==> src/rtl/ifetch_prefetch.sv <==
`timescale 1ns/1ps
// Instruction-fetch front end. A PC generator issues pipelined reads to a
// synchronous ROM (1-cycle latency). Returned words land in a DEPTH-entry
// prefetch FIFO, and decode drains that FIFO through a valid/ready handshake.
// A redirect flushes everything prefetched or in flight. A misaligned redirect
// target parks fetch in TRAP. Load mode hands the ROM port over for
// program writes.
module ifetch_prefetch #(
    parameter int          ADDR_W   = 14,
    parameter int          DEPTH    = 4,
    parameter logic [31:0] RESET_PC = 32'h0000_0000
) (
    input  logic              clk,
    input  logic              rst,
    input  logic              redirect_valid,
    input  logic [31:0]       redirect_pc,
    input  logic              load_mode,
    input  logic              load_we,
    input  logic [ADDR_W-1:0] load_addr,
    input  logic [31:0]       load_data,
    output logic [ADDR_W-1:0] mem_addr,
    output logic              mem_re,
    output logic              mem_we,
    output logic [31:0]       mem_wdata,
    input  logic [31:0]       mem_rdata,
    output logic              inst_valid,
    input  logic              inst_ready,
    output logic [31:0]       inst,
    output logic [31:0]       inst_pc,
    output logic [31:0]       inst_pc_plus4,
    output logic              misaligned
);

    localparam int PTR_W = $clog2(DEPTH);
    localparam int CNT_W = PTR_W + 1;

    typedef enum logic [1:0] {
        ST_RUN  = 2'd0,
        ST_LOAD = 2'd1,
        ST_TRAP = 2'd2
    } state_t;

    state_t            state_reg, state_next;
    logic [31:0]       fetch_pc_reg, fetch_pc_next;
    logic              misaligned_reg, misaligned_next;
    logic              inflight_reg;
    logic [31:0]       inflight_pc_reg;
    logic [PTR_W-1:0]  wr_ptr_reg, rd_ptr_reg;
    logic [CNT_W-1:0]  count_reg;
    logic [CNT_W:0]    credit_used;
    logic              has_credit;
    logic              issue;
    logic              flush;
    logic              push;
    logic              pop;

    logic [31:0]       inst_mem [DEPTH];
    logic [31:0]       pc_mem   [DEPTH];

    // Buffered entries plus the outstanding read must stay below DEPTH, so a
    // returning word always has a free slot even if decode pops nothing.
    assign credit_used = {1'b0, count_reg} + {{CNT_W{1'b0}}, inflight_reg};
    assign has_credit  = credit_used < (CNT_W + 1)'(DEPTH);

    // Next-state and fetch control; load_mode outranks redirect, which outranks normal fetch.
    always_comb begin
        state_next      = state_reg;
        fetch_pc_next   = fetch_pc_reg;
        misaligned_next = misaligned_reg;
        flush           = 1'b0;
        issue           = 1'b0;
        if (load_mode) begin
            state_next = ST_LOAD;
            flush      = 1'b1;
        end else begin
            case (state_reg)
                ST_RUN: begin
                    if (redirect_valid) begin
                        flush = 1'b1;
                        if (redirect_pc[1:0] == 2'b00) begin
                            fetch_pc_next = redirect_pc;
                        end else begin
                            misaligned_next = 1'b1;
                            state_next      = ST_TRAP;
                        end
                    end else if (has_credit) begin
                        issue         = 1'b1;
                        fetch_pc_next = fetch_pc_reg + 32'd4;
                    end
                end
                ST_LOAD: begin
                    // Leaving load mode restarts the program from the top.
                    state_next      = ST_RUN;
                    fetch_pc_next   = RESET_PC;
                    misaligned_next = 1'b0;
                end
                ST_TRAP: begin
                    // Only reset or load mode leave TRAP; redirects are ignored.
                end
                default: begin
                    state_next = ST_RUN;
                end
            endcase
        end
    end

    // A response arriving in a flush cycle belongs to the old stream and is dropped.
    assign push = inflight_reg & ~flush;
    assign pop  = inst_valid & inst_ready;

    // ROM port: load mode steers the port to the loader in the same cycle.
    assign mem_re    = issue;
    assign mem_we    = load_mode & load_we;
    assign mem_wdata = load_data;
    assign mem_addr  = load_mode ? load_addr : fetch_pc_reg[ADDR_W+1:2];

    // State, PC and in-flight tracking registers.
    always_ff @(posedge clk or negedge rst) begin
        if (!rst) begin
            state_reg       <= ST_RUN;
            fetch_pc_reg    <= RESET_PC;
            misaligned_reg  <= 1'b0;
            inflight_reg    <= 1'b0;
            inflight_pc_reg <= 32'h0;
        end else begin
            state_reg      <= state_next;
            fetch_pc_reg   <= fetch_pc_next;
            misaligned_reg <= misaligned_next;
            inflight_reg   <= issue;
            if (issue) begin
                inflight_pc_reg <= fetch_pc_reg;
            end
        end
    end

    // FIFO pointers and occupancy; a flush wins over any same-cycle push or pop.
    always_ff @(posedge clk or negedge rst) begin
        if (!rst) begin
            wr_ptr_reg <= '0;
            rd_ptr_reg <= '0;
            count_reg  <= '0;
        end else if (flush) begin
            wr_ptr_reg <= '0;
            rd_ptr_reg <= '0;
            count_reg  <= '0;
        end else begin
            if (push) begin
                wr_ptr_reg <= wr_ptr_reg + PTR_W'(1);
            end
            if (pop) begin
                rd_ptr_reg <= rd_ptr_reg + PTR_W'(1);
            end
            count_reg <= count_reg + CNT_W'(push) - CNT_W'(pop);
        end
    end

    // FIFO storage; contents are only visible while the entry is valid.
    always_ff @(posedge clk) begin
        if (push) begin
            inst_mem[wr_ptr_reg] <= mem_rdata;
            pc_mem[wr_ptr_reg]   <= inflight_pc_reg;
        end
    end

    assign inst_valid    = (count_reg != '0);
    assign inst          = inst_valid ? inst_mem[rd_ptr_reg] : 32'h0;
    assign inst_pc       = inst_valid ? pc_mem[rd_ptr_reg] : 32'h0;
    assign inst_pc_plus4 = inst_valid ? (pc_mem[rd_ptr_reg] + 32'd4) : 32'h0;
    assign misaligned    = misaligned_reg;

endmodule

==> config.mk <==
export PLATFORM = sky130hd
export DESIGN_NAME = ifetch_prefetch
export DESIGN_NICKNAME = d
export VERILOG_FILES = /design/src/rtl/ifetch_prefetch.sv
export SDC_FILE = /design/constraint.sdc
export NUM_CORES = 1
export LEC_CHECK = 0
export ABC_AREA = 1
export BUFFER_PORTS_ARGS = -buffer_cell sky130_fd_sc_hd__buf_2
export CORE_MARGIN = 8
export CORE_UTILIZATION = 44
export CTS_CLUSTER_DIAMETER = 80
export CTS_CLUSTER_SIZE = 28
export DETAILED_ROUTE_END_ITERATION = 12
export RECOVER_POWER = 25
export SLEW_MARGIN = 20
export SYNTH_ARGS = -nofsm -noshare
export SYNTH_HDL_FRONTEND = slang
export SYNTH_SLANG_ARGS = --single-unit
==> constraint.sdc <==
create_clock -name clk -period 4.75 [get_ports clk]
set_input_delay 0.2375 -clock clk [delete_from_list [all_inputs] [get_ports clk]]
set_output_delay 0.2375 -clock clk [all_outputs]
set_load 0.02 [all_outputs]
======== After elaboration in Yosys (flattened, before gate mapping) ========
Memory sizes are Yosys's and may differ from the RTL's.
Cells that the tools add are included.
word-level totals
  word-level logic and storage cells ...... 70
  output and inout bits ................... 146
  input port bits ......................... 116
  memory bits (writable) .................. 256
  memories kept ........................... 2
  bits in registers ....................... 75
cells by class
  order comparisons ....................... 1
  bitwise gates (word level) .............. 5
  equality and inequality tests ........... 9
  multiplexer cells ....................... 29
  reductions and logical operators ........ 9
  add/subtract/negate cells ............... 7
memories
  memory    words  width  rd ports  clocked after Yosys merged registers in  write ports  line  RTL
  inst_mem  4      32     1         0                                        1            57    logic [31:0] inst_mem [DEPTH];
  pc_mem    4      32     1         0                                        1            58    logic [31:0] pc_mem [DEPTH];
operators with widths
  cell                                                         number
  two-way mux 32 bit                                           6
  adder 32 x 3 -> 32 bit (second input constant)               2
  one-hot mux 32 bit (2 select lines)                          1
  two-way mux 14 bit                                           1
  two-way mux 2 bit                                            7
  inequality test 3 bit (second input constant)                4
  two-way mux 1 bit                                            11
  AND reduction 4 bit                                          2
  inequality test 2 bit (second input constant)                3
  nonzero test 2 bit                                           3
  adder 2 x 1 -> 2 bit (second input constant)                 2
  adder 3 x 1 -> 4 bit                                         1
  zero test 2 bit                                              2
  less-than comparator 4 x 3 -> 1 bit (second input constant)  1
  one-hot mux 2 bit (2 select lines)                           1
  adder 3 x 1 -> 3 bit                                         1
  AND 1 bit                                                    3
  two-way mux 3 bit                                            1
  AND reduction 3 bit                                          1
  nonzero test 3 bit                                           1
  subtractor 3 x 1 -> 3 bit                                    1
  == test 2 x 1 -> 1 bit (second input constant)               1
  == test 2 bit (second input constant)                        1
  inverter 1 bit                                               2
  one-hot mux 1 bit (2 select lines)                           1

======== Longest topological paths before layout ========
Gate-level depths: netlist of the first run.
  depth in word-level cells ............... 8
  depth in mapped cells ................... 16

======== Least setup slack after synthesis of the first run ========
Ideal clock, no wire load.
  path kind ............................... register to register
  start ................................... reg state_reg[1]
  end ..................................... mem inst_mem[0][0], enable pin
  data required time ...................... 4263 ps
  slack ................................... 776 ps
  setup time .............................. 487 ps
  stages on the path, launching flop included .. 5
  data arrival time ....................... 3488 ps
  path through ............................ dfrtp_1 nor2_1 a21oi_1 nand2_1 nor2_1
between the ends
  longest elaborated chain between the ends .. 7
RTL lines
  element                                  line  RTL
  start: declaration                       43    state_t state_reg, state_next;
  start signal: assignment                 126   state_reg <= state_next;
  zero test 2 bit                          76    case (state_reg)
  two-way mux 1 bit                        76
  two-way mux 1 bit                        72    if (load_mode) begin
  inverter 1 bit                           108   assign push = inflight_reg & ~flush;
  AND 1 bit                                108
  two-way mux 1 bit                        159   if (push) begin
  two-way mux 1 bit (implied by the code)  160   inst_mem[wr_ptr_reg] <= mem_rdata;
  end: declaration                         57
No other way between the ends.

======== Final worst setup path of the first run ========
  start ................................... reg rd_ptr_reg[0]
  end ..................................... out inst_pc_plus4[24]
between the ends
  longest elaborated chain between the ends .. 3
RTL lines
  element                   line  RTL
  start: declaration        48    logic [PTR_W-1:0] wr_ptr_reg, rd_ptr_reg;
  start signal: assignment  151   rd_ptr_reg <= rd_ptr_reg + PTR_W'(1);
  memory read (4 x 32 bit)  n/a
  adder 32 x 3 -> 32 bit    168   assign inst_pc_plus4 = inst_valid ? (pc_mem[rd_ptr_reg] + 32'd4) : 32'h0;
  two-way mux 32 bit        168
  end: declaration          30    output logic [31:0] inst_pc_plus4,
No other way between the ends.

==> results of run 1 <==
## logic make-up after synthesis
kind of cell | share of synthesized area (%)
AO/OA/AOI/OAI | 7.148
XOR/XNOR | 0.7102
adder cells (fa/ha/maj) | 0.8272
buffers and inverters | 6.360
flip-flops | 59.65
multiplexers | 0.3122
AND/OR/NAND/NOR | 24.99
## where the power goes
group | switching [mW] | internal (mW)
Combinational | 1.90 | 0.768
Clock | 0.942 | 0.706
Sequential | 0.296 | 3.41
## stage by stage
step           power [mW]  setup slack [ns]
6_report            8.025            0.6699
5_1_grt             8.483            0.2742
4_1_cts             8.086            0.6388
3_5_place_dp        6.427             1.222
3_3_place_gp        6.393             1.289
2_1_floorplan       5.497            0.7758
## worst paths after layout
check,endpoint,depth (start not counted),slack [ns],start
setup reg to reg,pc_mem[0][11],5,2.15,state_reg[1]
hold / removal,fetch_pc_reg[3],3,0.02,redirect_pc[3]
max in group asynchronous,fetch_pc_reg[6],2,2.62,rst
hold reg to reg,fetch_pc_reg[0],2,0.50,fetch_pc_reg[0]
setup / recovery,inst_pc_plus4[24],15,0.67,rd_ptr_reg[0]
min in group asynchronous,fetch_pc_reg[7],2,0.88,rst
## repair_timing
action / CTS / global route
endpoints found under the setup margin: 0 / 0
endpoints found under the hold margin: 208 / 0
hold buffers: 38 / 0
## cell usage after synthesis (all sizes together), types with 5 or more instances
library cell	number
nor2	335
o22ai	10
o21ai	145
nand3	100
nand2	530
a21oi	58
ha	9
nand4	6
dfrtp	75
buf	73
mux2i	5
inv	93
edfxtp	256
xor2	11
clkbuf	42
nor3	16
## area by class of cell
class                           instances  share of cell area, %
Sequential cell                       331                  53.10
Timing Repair Buffer                  252                  8.262
Clock inverter                          7                 0.4582
Tap cell                              468                  3.249
Clock buffer                           23                  2.485
Inverter                               94                  1.999
Multi-Input combinational cell       1242                  30.45
## per-layer routing
layer	up-vias	share of wire [%]	global-route usage, %
li1	6151	-	-
met1	5824	47	27.73
met2	381	45	30.67
met3	59	6.3	3.386
met4	0	1.9	4.644
met5	-	0	0
## worst register-to-register path, cell delays in order (launching register included)
cell and delay [ns]:
dfrtp_1 0.40, nor2_1 0.12, a21oi_1 0.29, nand2_1 0.36
nor2_4 0.45, buf_4 0.61
==> impl_metrics.py, run 1 <==
metrics = {
    "status": {
        "status": "finished, violations left",
        "failed_checks": "capacitance limit, slew limit",
    },
    "route": {
        "wl_per_cell_um": 17.50,
        "vias": 12415,
        "post_drt_via_cell_ratio": 5.137,
        "routed_wl_um": 42300,
        "drc": 0,
        "ant_nets": 0,
        "dr.pass1.iters": 5,
        "dr.first_iter.drc_count": 794,
    },
    "final_layout": {
        "final_common_cell": "nand2_1",
        "top_regs": "inst_mem x128, pc_mem x128",
        "fin_cells": 2417,
        "final_cell_area_um2": 18020,
        "drive_gt1_share_pct": 12.26,
        "syn_to_final_growth_pct": 12.41,
        "regArea_um2": 9569,
        "fill_cells": 3429,
        "num-nets-final": 2064,
        "multiInputGateArea_um2": 5488,
        "final_util_pct": 49.70,
        "most-common-layout-cells": "nand2_1, nor2_1, edfxtp_1",
        "diodes": 0,
    },
    "floorplanning": {
        "die_x_um": 206.9,
        "rows": 70,
        "chipHeight_um": 206.9,
        "die-area_um2": 42800,
        "fp.coreArea_um2": 36260,
        "initial_core_util_pct": 44.22,
        "ios": 262,
    },
    "timing": {
        "final_max_slew_viol_count": 38,
        "timing_hold_violations_final": 0,
        "rsz0062_at_grt": "no",
        "maxSlewHeadroom_pct": -44.64,
        "period_share_pct": 85.90,
        "fin_crit_ns": 4.080,
        "setup_viol_count_final": 0,
        "timing.hold.ws_ns": 0.01932,
        "max_freq_mhz": 245.1,
        "finalSetupTns_ns": 0,
        "clock_skew_ns": 0.01801,
        "worst_slew_pin_slew_ns": 2.170,
    },
    "global_route": {
        "grt_antenna_before_repair": 0,
        "grt_max_degree": 136,
        "grt_pass1_vias": 12124,
        "grt_overflow_total": 0,
        "grtUsageTotal_pct": 19.44,
        "grt_first_pass_wirelength_um": 65880,
    },
    "critical_path": {
        "crit_path_frequent_cell": "nand2_1",
        "critPathLaunchType": "flip-flop",
        "cpPeakStageDelay_ns": 0.73,
        "crit_type": "flip-flop to output pin",
        "crit_fanout": 135,
        "crit_required_ns": 4.51,
        "cp_cell_sequence": "inv_6 -> nand2_1 -> nand2_1 -> nand2_1 -> nand2_1 -> ha_1 -> nand3_1 -> nor2_4 -> nand2_2 -> nor2_4 -> nand2_1 -> nand2_1 -> inv_1 -> nor2_1 -> buf_2",
        "critical_path.top_delay_family": "simple AND/OR/NAND/NOR gates",
        "cpMaxStageDelayCell": "inv_6",
        "cp.buffers_inverters": 3,
        "cp_data_arrival_time_ns": 3.84,
        "cp-end-kind": "output pin",
    },
    "worst_hold_path": {
        "hold_path.class": "input port to flip-flop",
    },
    "synth": {
        "synth.yosys.seq_area_share_pct": 59.65,
        "synth_seq_cells": 331,
        "synthesis.instances": 1782,
        "ys_types": 40,
        "ys_top_cells_by_area": "edfxtp_1, nand2_1, dfrtp_1",
        "yosys_warnings": 0,
        "synth_top_cell_area_share_pct": 47.95,
        "synth_top_area_cell": "edfxtp_1",
        "async_flop_share_pct": 22.66,
        "netlist_area_um2": 16030,
        "syn-mean-instance-area_um2": 8.997,
        "synth-edff-count": 256,
        "syn_nets": 1908,
        "synth_flop_cell": "edfxtp_1",
    },
    "cts": {
        "cts_tree": "built",
        "clkTransAtPathRegs_ns": 0.10,
        "ctsRootBufferMaster": "clkbuf_16",
        "cts_resized": 0,
        "clock_sinks": 331,
        "clk_path_buf_depth": 3,
        "clock_latency_ns": 0.52,
        "post_cts_buffers": 0,
        "ctsHtreeMaxLevel": 1,
        "numCtsBuffers": 17,
    },
    "placed_design": {
        "gp_congestion": 0.8920,
        "dpl.cell_count": 2348,
        "placed_cell_area_um2": 17140,
        "port_buffers": 197,
        "dp_hpwl_um": 28290,
    },
    "power_and_ir_drop": {
        "p_leak_nw": 7.504,
        "ir_worst_vdd_mv": 0.2871,
        "p_per_area_nw_per_um2": 445.3,
    },
    "job": {
        "maxCapViolCount": 1,
    },
}
No activity file was read; power rests on OpenSTA's default activity.
==> run 2: changes to the inputs <==
Settings changed: PLACE_DENSITY set to 0.76.
==> impl_metrics.py, run 2 (same netlist as run 1, synthesis figures left out) <==
metrics = {
    "power_and_ir_drop": {
        "ir_worst_vdd_mv": 0.3051,
        "p_per_area_nw_per_um2": 452.0,
        "p_leak_nw": 7.543,
    },
    "final_layout": {
        "final_util_pct": 49.94,
        "top_regs": "inst_mem x128, pc_mem x128",
        "drive_gt1_share_pct": 12.31,
        "syn_to_final_growth_pct": 12.95,
        "final_cell_area_um2": 18110,
        "final_common_cell": "nand2_1",
        "num-nets-final": 2063,
        "most-common-layout-cells": "nand2_1, nor2_1, edfxtp_1",
    },
    "cts": {
        "numCtsBuffers": 19,
        "clock_latency_ns": 0.54,
        "ctsHtreeMaxLevel": 1,
        "clock_sinks": 331,
        "clk_path_buf_depth": 3,
        "cts_tree": "built",
        "clkTransAtPathRegs_ns": 0.10,
        "ctsRootBufferMaster": "clkbuf_16",
    },
    "status": {
        "status": "finished clean",
    },
    "global_route": {
        "grt_max_degree": 136,
        "grtUsageTotal_pct": 19.00,
        "grt_overflow_total": 0,
        "grt_first_pass_wirelength_um": 64720,
        "grt_antenna_before_repair": 1,
        "grt_pass1_vias": 12309,
    },
    "timing": {
        "worst_slew_pin_slew_ns": 1.258,
        "max_freq_mhz": 244.0,
        "maxSlewHeadroom_pct": 16.12,
        "clock_skew_ns": 0.03690,
        "period_share_pct": 86.27,
        "finalSetupTns_ns": 0,
        "layout_setup_ws_ns": 0.6523,
        "timing_hold_violations_final": 0,
        "setup_viol_count_final": 0,
        "final_max_slew_viol_count": 0,
        "rsz0062_at_grt": "no",
        "fin_crit_ns": 4.098,
    },
    "route": {
        "drc": 0,
        "routed_wl_um": 41430,
        "dr.pass1.iters": 6,
        "ant_nets": 0,
        "vias": 12659,
        "dr.first_iter.drc_count": 1098,
        "post_drt_via_cell_ratio": 5.233,
        "wl_per_cell_um": 17.13,
    },
    "critical_path": {
        "crit_required_ns": 4.51,
        "crit_fanout": 135,
        "cp-end-kind": "output pin",
        "crit_type": "flip-flop to output pin",
        "cp_data_arrival_time_ns": 3.86,
        "critPathLaunchType": "flip-flop",
        "reg2reg_depth": 11,
        "regToRegSetupSlack_ns": 1.80,
    },
    "floorplanning": {
        "initial_core_util_pct": 44.22,
        "fp.coreArea_um2": 36260,
        "die-area_um2": 42800,
        "ios": 262,
        "die_x_um": 206.9,
        "rows": 70,
        "chipHeight_um": 206.9,
    },
    "worst_hold_path": {
        "whs_path_depth": 3,
        "hold_path.class": "input port to flip-flop",
    },
    "job": {
        "maxCapViolCount": 0,
    },
    "placed_design": {
        "dp_hpwl_um": 28330,
        "dp_slack_ns": 1.255,
        "gp_congestion": 0.9225,
        "placed_cell_area_um2": 17100,
        "port_buffers": 197,
    },
}
==> run 2: area by class of cell <==
cell class,count,area (um^2)
multi-input combinational,1242,5485
tap,468,585.6
fill,3313,18150
sequential,331,9569
clock inverter,11,143.9
inverter,94,360.3
antenna,1,2.502
clock buffer,23,500.5
timing repair buffer,249,1463
==> run 2: worst max-delay path, cell delays in order, from the launching register on <==
cell and delay (ns):
dfrtp_4 0.72, inv_6 0.76, nand2_1 0.18, nand2_1 0.11, nand2_1 0.05, nand2_1 0.11
ha_1 0.21, nand3_1 0.14, nor2_4 0.17, nand3_4 0.12, nor2_4 0.18, nand2_1 0.07
nand2_1 0.06, inv_1 0.04, nor2_1 0.18, buf_2 0.21
==> run 2: path summary, 6_finish.rpt <==
path / start / to
max: rd_ptr_reg[0] / inst_pc_plus4[22]
min: redirect_pc[2] / fetch_pc_reg[2]
max reg2reg: count_reg[1] / count_reg[2]
min reg2reg: fetch_pc_reg[0] / fetch_pc_reg[0]
max in group asynchronous: rst / rd_ptr_reg[0]
min in group asynchronous: rst / fetch_pc_reg[9]
==> run 2: metrics by stage <==
stage | power, mW | hold WS, ns | instances
detailed placement | 6.405 | 0.4528 | 2344
CTS | 8.237 | 0.002314 | 2418
global route | 8.639 | 0.03358 | 2419
finish | 8.185 | 0.02346 | 2419
global placement | 6.339 | 0.4473 | 2344
floorplan | 5.497 | -0.05809 | 1782
==> run 2: where the power goes <==
part	total [mW]	switching [mW]	internal [mW]
logic	2.66	1.90	0.762
clock network	1.83	1.00	0.824
registers	3.70	0.289	3.41
==> run 2: timing repair <==
action                    CTS  global route
hold endpoints to repair  210             0
hold buffers               40             0
buffers inserted            0             0
resized for setup           0             0
==> run 2: metal layers <==
layer  wire length [um]  share of wire [%]  track usage, %
met1              17910                 43           25.56
met2              19740                 48           31.61
met3               2745                6.6           2.747
met4               1039                2.5           5.843
met5                  0                  0               0
